==> src/rtl/memory_game_pkg.sv <==
// Shared types and constants for the memory game judge.
// Used by pair_judge and reveal_timer.
package memory_game_pkg;

  localparam int N_CELLS = 16;

  typedef logic [3:0] cell_idx_t;
  typedef logic [3:0] card_label_t;

  typedef enum logic [2:0] {
    WAIT1   = 3'd0,
    WAIT2   = 3'd1,
    REVEAL  = 3'd2,
    RESOLVE = 3'd3,
    DONE    = 3'd4
  } judge_state_t;

  typedef logic [1:0] winner_t;

  localparam winner_t W_NONE = 2'b00;
  localparam winner_t W_J1   = 2'b01;
  localparam winner_t W_J2   = 2'b10;
  localparam winner_t W_TIE  = 2'b11;

  typedef struct packed {
    cell_idx_t   idx;
    card_label_t label;
  } pick_t;

  function automatic int cnt_w(input int n);
    return (n <= 1) ? 1 : $clog2(n);
  endfunction

endpackage

==> src/rtl/reveal_timer.sv <==
// Loadable down-counter that stops at zero.
// Serves as reveal window and turn idle counter.
module reveal_timer
  import memory_game_pkg::*;
#(
  parameter int           W       = 1,
  parameter logic [W-1:0] RST_VAL = '0
) (
  input  logic         clk,
  input  logic         rst,
  input  logic         load,
  input  logic [W-1:0] load_val,
  input  logic         en,
  output logic [W-1:0] value,
  output logic         zero
);

  assign zero = (value == '0);

  always_ff @(posedge clk or negedge rst) begin
    if (!rst) begin
      value <= RST_VAL;
    end else if (load) begin
      value <= load_val;
    end else if (en && !zero) begin
      value <= value - 1'b1;
    end
  end

endmodule

==> src/rtl/pair_judge.sv <==
// Judges card pairs, keeps scores, turn and end of game.
// Optional turn forfeit on idle: define TURN_TIMEOUT_EN.
module pair_judge
  import memory_game_pkg::*;
#(
  parameter int N_PAIRS       = 8,
  parameter int REVEAL_CYCLES = 25_000_000,
  parameter int TURN_TIMEOUT  = 250_000_000,
  localparam int SW = $clog2(N_PAIRS + 1)
) (
  input  logic          clk,
  input  logic          rst,
  input  logic          pick_valid,
  input  logic [3:0]    pick_idx,
  input  logic [3:0]    pick_label,
  output logic          pick_ready,
  output logic          match,
  output logic          hide_valid,
  output logic [3:0]    hide_idx_a,
  output logic [3:0]    hide_idx_b,
  output logic          player,
  output logic [SW-1:0] score_j1,
  output logic [SW-1:0] score_j2,
  output logic          finish,
  output logic [1:0]    winner,
  output logic [2:0]    state
);

  localparam int RW = cnt_w(REVEAL_CYCLES);
  localparam logic [RW-1:0] R_LD =
    RW'(REVEAL_CYCLES - 1);
  localparam logic [SW-1:0] NP = SW'(N_PAIRS);
  localparam logic [SW:0] NP1 = (SW+1)'(N_PAIRS);

  judge_state_t st;
  pick_t        pa;
  pick_t        pb;

  logic          waiting;
  logic          accept;
  logic          new_b;
  logic          same;
  logic [RW-1:0] rt_val;
  logic          rt_zero;
  logic [SW-1:0] j1_n;
  logic [SW-1:0] j2_n;
  logic [SW:0]   sum_n;
  winner_t       win_n;

  assign state   = st;
  assign waiting = (st == WAIT1) || (st == WAIT2);
  assign pick_ready = waiting;
  assign accept  = pick_valid && waiting;
  assign new_b   = pick_valid && (st == WAIT2) &&
                   (pick_idx != pa.idx);
  assign same    = (pa.label == pb.label);

  reveal_timer #(.W(RW)) u_reveal (
    .clk      (clk),
    .rst      (rst),
    .load     (new_b),
    .load_val (R_LD),
    .en       (st == REVEAL),
    .value    (rt_val),
    .zero     (rt_zero)
  );

`ifdef TURN_TIMEOUT_EN
  localparam int TW = cnt_w(TURN_TIMEOUT);
  localparam logic [TW-1:0] T_LD =
    TW'(TURN_TIMEOUT - 1);

  logic [TW-1:0] to_val;
  logic          to_zero;
  logic          to_fire;

  // Reload on any accepted pick and on every way back into WAIT1.
  assign to_fire = waiting && to_zero && !accept;

  reveal_timer #(.W(TW), .RST_VAL(T_LD)) u_idle (
    .clk      (clk),
    .rst      (rst),
    .load     (accept || to_fire ||
               (st == RESOLVE)),
    .load_val (T_LD),
    .en       (waiting),
    .value    (to_val),
    .zero     (to_zero)
  );
`else
  logic unused_timeout;
  assign unused_timeout = (TURN_TIMEOUT != 0);
`endif

  always_comb begin
    j1_n = score_j1;
    j2_n = score_j2;
    if (same) begin
      if (!player) begin
        j1_n = (score_j1 == NP) ? score_j1
                                : score_j1 + 1'b1;
      end else begin
        j2_n = (score_j2 == NP) ? score_j2
                                : score_j2 + 1'b1;
      end
    end
    sum_n = {1'b0, j1_n} + {1'b0, j2_n};
    unique case (1'b1)
      (j1_n > j2_n): win_n = W_J1;
      (j2_n > j1_n): win_n = W_J2;
      default:       win_n = W_TIE;
    endcase
  end

  always_ff @(posedge clk or negedge rst) begin
    if (!rst) begin
      st         <= WAIT1;
      pa         <= '0;
      pb         <= '0;
      match      <= 1'b0;
      hide_valid <= 1'b0;
      hide_idx_a <= '0;
      hide_idx_b <= '0;
      player     <= 1'b0;
      score_j1   <= '0;
      score_j2   <= '0;
      finish     <= 1'b0;
      winner     <= W_NONE;
    end else begin
      match      <= 1'b0;
      hide_valid <= 1'b0;
      unique case (st)
        WAIT1: begin
          if (pick_valid) begin
            pa <= '{pick_idx, pick_label};
            st <= WAIT2;
          end
`ifdef TURN_TIMEOUT_EN
          else if (to_fire) begin
            player <= ~player;
          end
`endif
        end
        WAIT2: begin
          if (new_b) begin
            pb <= '{pick_idx, pick_label};
            st <= REVEAL;
          end
`ifdef TURN_TIMEOUT_EN
          else if (to_fire) begin
            hide_valid <= 1'b1;
            hide_idx_a <= pa.idx;
            hide_idx_b <= pa.idx;
            player     <= ~player;
            st         <= WAIT1;
          end
`endif
        end
        REVEAL: begin
          if (rt_zero) st <= RESOLVE;
        end
        RESOLVE: begin
          hide_idx_a <= pa.idx;
          hide_idx_b <= pb.idx;
          if (same) begin
            match    <= 1'b1;
            score_j1 <= j1_n;
            score_j2 <= j2_n;
            if (sum_n == NP1) begin
              st     <= DONE;
              finish <= 1'b1;
              winner <= win_n;
            end else begin
              st <= WAIT1;
            end
          end else begin
            hide_valid <= 1'b1;
            player     <= ~player;
            st         <= WAIT1;
          end
        end
        DONE: begin
          finish <= 1'b1;
        end
        default: st <= WAIT1;
      endcase
    end
  end

endmodule

==> config.mk <==
export PLATFORM = sky130hd
export DESIGN_NAME = pair_judge
export DESIGN_NICKNAME = d
export VERILOG_FILES = /design/src/rtl/memory_game_pkg.sv /design/src/rtl/reveal_timer.sv /design/src/rtl/pair_judge.sv
export SDC_FILE = /design/constraint.sdc
export NUM_CORES = 1
export LEC_CHECK = 0
export CAP_MARGIN = 40
export CORE_MARGIN = 5
export CORE_UTILIZATION = 45
export DETAILED_ROUTE_END_ITERATION = 8
export GPL_ROUTABILITY_DRIVEN = 0
export GPL_TIMING_DRIVEN = 1
export PLACE_DENSITY = 0.67
export SETUP_SLACK_MARGIN = 0.02
export SYNTH_ARGS = -nofsm -noshare
export SYNTH_HDL_FRONTEND = slang
export SYNTH_SLANG_ARGS = --single-unit
export TNS_END_PERCENT = 5
==> constraint.sdc <==
create_clock -name clk -period 7.51 [get_ports clk]
set_input_delay 0.751 -clock clk [delete_from_list [all_inputs] [get_ports clk]]
set_output_delay 0.751 -clock clk [all_outputs]
set_load 0.1 [all_outputs]
==> results of run 1 <==
## worst paths after layout
kind                                      startpoint                        endpoint  slack, ps
max                                pb[3]$_DFFE_PN0P_           winner[1]$_DFFE_PN0P_       4280
min                        hide_idx_b[2]$_DFFE_PN0P_       hide_idx_b[2]$_DFFE_PN0P_        480
max reg2reg                        pb[3]$_DFFE_PN0P_           winner[1]$_DFFE_PN0P_       4280
min reg2reg                hide_idx_b[2]$_DFFE_PN0P_       hide_idx_b[2]$_DFFE_PN0P_        480
max in group asynchronous                        rst  u_reveal.value[14]$_DFFE_PN0P_       6380
min in group asynchronous                        rst   u_reveal.value[8]$_DFFE_PN0P_        590
## area by class of cell
class | count | area, sq um | area share, %
Timing Repair Buffer | 65 | 793 | 17.1
Clock inverter | 7 | 70.1 | 1.51
Inverter | 14 | 52.6 | 1.13
Tap cell | 102 | 128 | 2.75
Multi-Input combinational cell | 264 | 1810 | 39.2
Sequential cell | 66 | 1650 | 35.6
Clock buffer | 9 | 124 | 2.67
## state kept, by name, summed over array words and instances, names as in the netlist
name,flops
hide_valid,1
hide_idx_a,4
pb,8
pa,8
match,1
player,1
hide_idx_b,4
finish,1
u_reveal.value,25
score_j2,4
winner,2
score_j1,4
state,3
## stage by stage
step / area [sq um] / worst slack, ps
2_1_floorplan: 3570 / 4020
3_3_place_gp: 4020 / 4430
3_5_place_dp: 4440 / 4300
4_1_cts: 4630 / 4300
5_1_grt: 4630 / 4030
6_report: 4630 / 4280
## logic make-up after synthesis
family                     count (synthesis)  share of synthesized area, %
muxes                                     21                          6.45
and+or+nand+nor                          163                          25.3
xor gates and xnor gates                  27                          6.62
DFF                                       66                          46.3
AOI/OAI and AO/OA                         39                          7.36
buffers and inverters                     25                          2.91
adders and majority gates                 14                          5.12
## power by group
group / total, mW / internal, mW / switching, mW
registers: 0.359 / 0.357 / 0.00173
clock network: 0.291 / 0.152 / 0.138
logic: 0.0245 / 0.0103 / 0.0141
## worst max-delay path, stage by stage, from the launching register on
cell and delay (ps):
dfrtp_1 400, xnor2_1 220, nand4_1 280, nor2_1 350
o21ai_0 180, xnor2_1 220, ha_1 170, inv_1 50
fa_1 380, nor3b_1 220, a32o_1 150, nand4_1 180
mux2_2 320
## routing by layer
layer | vias up | part of all wire, %
li1 | 1374 | -
met4 | 0 | 2.1
met1 | 1367 | 47
met3 | 12 | 2.7
met2 | 48 | 48
met5 | - | 0
## cells in the final DEF, fill, tap and decap left out, drive strengths merged, types with 3 or more instances in the layout
master,instances
a211oi,3
a21oi,3
buf,30
clkbuf,9
clkdlybuf4s50,35
clkinv,5
dfrtp,66
ha,13
inv,14
mux2,16
mux2i,5
nand2,70
nand3,9
nand3b,4
nand4,5
nor2,26
nor3,7
nor3b,4
nor4,9
nor4b,3
o211ai,9
o21ai,13
or3,3
or4,4
xnor2,13
xor2,14
==> insert_results.sql, run 1 <==
INSERT INTO impl_metrics (metric_group, metric, value, unit) VALUES
('outcome', 'run_status', 'finished, final reports clean', ''),
('sta', 'holdWs', '478', 'ps'),
('power_and_ir_drop', 'report.power.total', '0.674', 'mW'),
('clocking', 'clk-insertion-delay-late', '340', 'ps'),
('floorplanning', 'pin_count', '37', ''),
('layout', 'area_growth', '29.8', '%'),
('drt', 'viasPerCell', '5.31', ''),
('floorplanning', 'core_area', '0.00773', 'sq mm'),
('clocking', 'number_of_buffers_added_by_the_clock_tree_synthesis_step', '9', ''),
('clocking', 'clockRootBuffer', 'clkbuf_8', ''),
('synthesis', 'yosysWarnings', '0', ''),
('sta', 'grt_setup_unrepaired', 'false', ''),
('placement', 'post-place-cells', '511', ''),
('drt', 'finalWirelength', '7630', 'um'),
('min_path', 'timing.hold.worst.class', 'reg2reg', ''),
('power_and_ir_drop', 'vdd.ir_drop.worst', '0.000106', 'V'),
('grt', 'grt_pass1_wl', '13000', 'um'),
('synthesis', 'synth_edf_count', '0', ''),
('synthesis', 'synthesis.area_per_instance', '10.1', 'sq um'),
('synthesis', 'synth.top_cells.by_area', 'dfrtp_1 (46%), nand2_1 (7.4%), mux2_2 (5.0%)', ''),
('layout', 'antenna_cells_inserted', '0', ''),
('min_path', 'min_path_cells', '2', ''),
('clocking', 'setup_fix_bufs_post_cts', '0', ''),
('placement', 'hpwl', '5660', 'um'),
('drt', 'antenna_violating_nets_post_route', '0', ''),
('setup_path', 'cp_data_required_time', '7730', 'ps'),
('synthesis', 'syn-instance-count', '355', ''),
('sta', 'fmax', '310', 'MHz'),
('drt', 'drt-wirelength-per-cell', '14.5', 'um'),
('setup_path', 'worstSetupStartpointType', 'register', ''),
('clocking', 'cts_resized', '0', ''),
('sta', 'max_slew_margin', '44.7', '%'),
('sta', 'final_sum_of_negative_setup_slack', '0', 'ps'),
('floorplanning', 'num_rows', '32', ''),
('layout', 'layout.nets', '445', ''),
('synthesis', 'synth.net_count', '380', ''),
('clocking', 'cts_max_level', '3', ''),
('grt', 'via_count_of_the_first_global_routing_pass', '2796', ''),
('job', 'drv_cap', '0', ''),
('sta', 'final_max_slew_viol_count', '0', ''),
('synthesis', 'synthDominantCellAreaShare', '46.3', '%'),
('floorplanning', 'floorplan.die.height', '99.1', 'um'),
('clocking', 'cts_tree', 'yes', ''),
('synthesis', 'count_of_different_cell_masters_after_synthesis', '55', ''),
('grt', 'top_usage_layer', 'met2', ''),
('power_and_ir_drop', 'power_per_cell_area', '146', 'mW/mm^2'),
('sta', 'worstMarginPinSlew', '830', 'ps'),
('synthesis', 'ys_dominant_reg_cell', 'dfrtp_1', ''),
('setup_path', 'reg2regPathDepth', '12', ''),
('grt', 'grt.met1_usage', '21.6', '%'),
('setup_path', 'critical_path_data_arrival_time', '3450', 'ps'),
('clocking', 'clockBufferDepth', '2', ''),
('drt', 'drcViolationCount', '0', ''),
('synthesis', 'netlist_top_cells_count', 'nand2_1 (70), dfrtp_1 (66), nor2_1 (26)', ''),
('synthesis', 'yosysMostFrequentCell', 'nand2_1', ''),
('drt', 'route.vias.total', '2801', ''),
('drt', 'dr.first_iter.drc_count', '117', ''),
('sta', 'fin_worst_skew', '7.85', 'ps'),
('power_and_ir_drop', 'power_leakage', '2.08', 'nW'),
('layout', 'num-fill-cells', '633', ''),
('grt', 'grt_util_met2', '26.3', '%'),
('floorplanning', 'dieWidth', '99.1', 'um'),
('sta', 'finalCritPeriodShare', '43.0', '%'),
('synthesis', 'ys_seq_area_share', '46.3', '%'),
('sta', 'timing.final.crit_period', '3230', 'ps'),
('layout', 'fin_cells', '527', ''),
('layout', 'utilization', '60.0', '%'),
('grt', 'grt_util_met3', '2.90', '%'),
('drt', 'first_pass_iters', '6', ''),
('synthesis', 'ys_ff_latch', '66', ''),
('clocking', 'hold_buffers', '0', '');
No activity file was read; power rests on OpenSTA's default activity.
==> run 2, diff against run 1 <==
==> constraint.sdc (replaced) <==
create_clock -name clk -period 3 [get_ports clk]
set_input_delay 0.3 -clock clk [delete_from_list [all_inputs] [get_ports clk]]
set_output_delay 0.3 -clock clk [all_outputs]
set_load 0.1 [all_outputs]
==> insert_results.sql, run 2 (synthesis results as in run 1) <==
INSERT INTO impl_metrics (metric_group, metric, value, unit) VALUES
('clocking', 'clockRootBuffer', 'clkbuf_8', ''),
('grt', 'groute.usage.overall', '16.2', '%'),
('sta', 'finalSetupViolations', '0', ''),
('power_and_ir_drop', 'report.power.total', '1.63', 'mW'),
('setup_path', 'timing.critical_path.from', 'pa[3]$_DFFE_PN0P_', ''),
('grt', 'top_usage_layer', 'met2', ''),
('grt', 'grt_pass1_wl', '12800', 'um'),
('clocking', 'clk-insertion-delay-late', '350', 'ps'),
('setup_path', 'reg2reg_slack', '160', 'ps'),
('min_path', 'timing.hold.worst.class', 'reg2reg', ''),
('placement', 'dp_worst_setup_slack', '91.6', 'ps'),
('setup_path', 'reg2regPathDepth', '12', ''),
('sta', 'grt_setup_unrepaired', 'true', ''),
('clocking', 'clockBufferDepth', '2', ''),
('setup_path', 'worstSetupStartpointType', 'register', ''),
('power_and_ir_drop', 'power_per_cell_area', '379', 'mW/mm^2'),
('sta', 'post-route-worst-setup-slack', '155', 'ps'),
('drt', 'drt-wirelength-per-cell', '14.7', 'um'),
('floorplanning', 'num_rows', '32', ''),
('drt', 'first_pass_iters', '4', ''),
('layout', 'utilization', '55.6', '%'),
('layout', 'area_growth', '20.4', '%'),
('setup_path', 'rr_endpoint', 'winner[0]$_DFFE_PN0P_', ''),
('drt', 'route.vias.total', '2719', ''),
('layout', 'largest_reg_by_ff_count', 'u_reveal.value', ''),
('floorplanning', 'die_area', '0.00981', 'sq mm'),
('setup_path', 'critPathCaptureType', 'register', ''),
('grt', 'grt_util_met3', '4.18', '%'),
('sta', 'final_max_slew_viol_count', '0', ''),
('floorplanning', 'dieWidth', '99.1', 'um'),
('drt', 'drcViolationCount', '0', ''),
('grt', 'grt.met1_usage', '22.7', '%'),
('sta', 'timing.final.crit_period', '2840', 'ps'),
('clocking', 'cts_max_level', '3', ''),
('grt', 'antenna_found_initial', '0', ''),
('power_and_ir_drop', 'power_leakage', '1.99', 'nW'),
('placement', 'io_buffers', '36', ''),
('min_path', 'min_from', 'pb[7]$_DFFE_PN0P_', ''),
('power_and_ir_drop', 'vdd.ir_drop.worst', '0.000251', 'V'),
('layout', 'antenna_cells_inserted', '0', ''),
('sta', 'worstMarginPinSlew', '734', 'ps'),
('min_path', 'min_path_cells', '2', ''),
('setup_path', 'cp_data_required_time', '3230', 'ps'),
('grt', 'globalRoute.totalOverflow', '0', ''),
('drt', 'finalWirelength', '7520', 'um'),
('layout', 'layout.cells.most_common_list', 'nand2_1 (70), dfrtp_1 (66), buf_4 (37)', ''),
('grt', 'via_count_of_the_first_global_routing_pass', '2670', ''),
('sta', 'final_sum_of_negative_setup_slack', '0', 'ps'),
('sta', 'fmax', '352', 'MHz'),
('outcome', 'run_status', 'finished, final reports clean', ''),
('min_path', 'min_delay_worst_endpoint', 'hide_idx_b[3]$_DFFE_PN0P_', ''),
('job', 'drv_cap', '0', ''),
('sta', 'holdWs', '471', 'ps'),
('sta', 'fin_worst_skew', '9.97', 'ps'),
('layout', 'num-fill-cells', '655', ''),
('sta', 'max_slew_margin', '50.6', '%'),
('grt', 'grt_util_met2', '23.7', '%'),
('floorplanning', 'floorplan.die.height', '99.1', 'um'),
('placement', 'hpwl', '5420', 'um'),
('clocking', 'path_clk_slew', '80', 'ps'),
('layout', 'largest_register_ff_count', '25', ''),
('layout', 'layout_commonest_cell', 'nand2_1', ''),
('clocking', 'number_of_buffers_added_by_the_clock_tree_synthesis_step', '9', ''),
('setup_path', 'timing_worst_setup_path_type', 'reg2reg', ''),
('layout', 'share_of_cells_above_drive_strength_1', '22.9', '%'),
('sta', 'hold_viol_final', '0', ''),
('grt', 'maximum_number_of_pins_on_one_net_before_global_route_repair', '32', ''),
('layout', 'layout.nets', '431', ''),
('clocking', 'clkSinkCount', '66', ''),
('floorplanning', 'floorplan.initialDensity', '46.2', '%'),
('layout', 'largestRegisters', 'u_reveal.value (25), pa (8), pb (8)', ''),
('drt', 'viasPerCell', '5.30', ''),
('clocking', 'cts_tree', 'yes', ''),
('drt', 'antenna_violating_nets_post_route', '0', ''),
('floorplanning', 'pin_count', '37', ''),
('sta', 'finalCritPeriodShare', '94.8', '%'),
('setup_path', 'critical_path_data_arrival_time', '3070', 'ps'),
('floorplanning', 'core_area', '0.00773', 'sq mm'),
('drt', 'dr.first_iter.drc_count', '114', ''),
('setup_path', 'regToRegStartpoint', 'pa[3]$_DFFE_PN0P_', ''),
('setup_path', 'crit_path_max_fanout', '4', '');
[run 2: changes by cell type in the layout (fill, tap and decap cells not counted), moves of 2 or more]
cell,change
clkdlybuf4s50_1,-25
buf_8,-23
buf_4,+34
clkinvlp_4,+2
xnor2_2,+4
xnor2_1,-4
buf_16,-2
[run 2: stage by stage]
step | std cells | area (sq um)
after floorplan | 355 | 3570
after global placement | 491 | 4020
after detailed placement | 492 | 4040
after CTS | 509 | 4220
after global routing | 513 | 4300
final | 513 | 4300
[run 2: how the worst max path moves through the flow]
stage | cells past startpoint | to | slack [ps]
2_1_floorplan | 13 | winner[0]$_DFFE_PN0P_ | -360
3_5_place_dp | 12 | winner[0]$_DFFE_PN0P_ | 90
3_3_place_gp | 12 | winner[1]$_DFFE_PN0P_ | 210
6_report | 12 | winner[0]$_DFFE_PN0P_ | 160
5_1_grt | 12 | winner[0]$_DFFE_PN0P_ | -60
4_1_cts | 12 | winner[0]$_DFFE_PN0P_ | 60
[run 2: final cells by class]
type | count | area, sq um | area share (%)
sequential | 66 | 1650 | 38.4
clock buffer | 9 | 124 | 2.88
tap | 102 | 128 | 2.97
clock inverter | 7 | 46.3 | 1.08
multi-input combinational | 264 | 1870 | 43.5
inverter | 14 | 52.6 | 1.22
timing repair buffer | 51 | 428 | 9.95
[run 2: power breakdown]
| part | total, mW | internal, mW | switching [mW] | leakage (nW) |
|---|---|---|---|---|
| logic | 0.0735 | 0.0351 | 0.0384 | 1.08 |
| registers | 0.900 | 0.895 | 0.00529 | 0.821 |
| clock network | 0.655 | 0.296 | 0.359 | 0.0810 |
| total | 1.63 | 1.23 | 0.403 | 1.99 |
[run 2: timing repair]
item,4_1_cts,5_1_grt
endpoints found under the setup margin,0,4
buffers inserted,0,4
endpoints found under the hold margin,1,0
gates resized for setup,0,10
hold buffers,1,0
[run 2: layer usage]
layer | wire length, um | up-vias | share of wire, %
li1 | - | 1348 | -
met1 | 3700 | 1301 | 49
met2 | 3380 | 56 | 45
met3 | 309 | 14 | 4.1
met4 | 128 | 0 | 1.7
met5 | 0 | - | 0
[run 2: critical path, stage by stage (launching register included)]
cell and delay [ps]:
dfrtp_1 420, xnor2_2 190, nand4_1 200, nor2_1 180, o21ai_1 100, xnor2_1 220
ha_2 200, inv_1 50, fa_2 350, nor3b_2 190, a32o_1 140, nand4_1 170
mux2_2 320
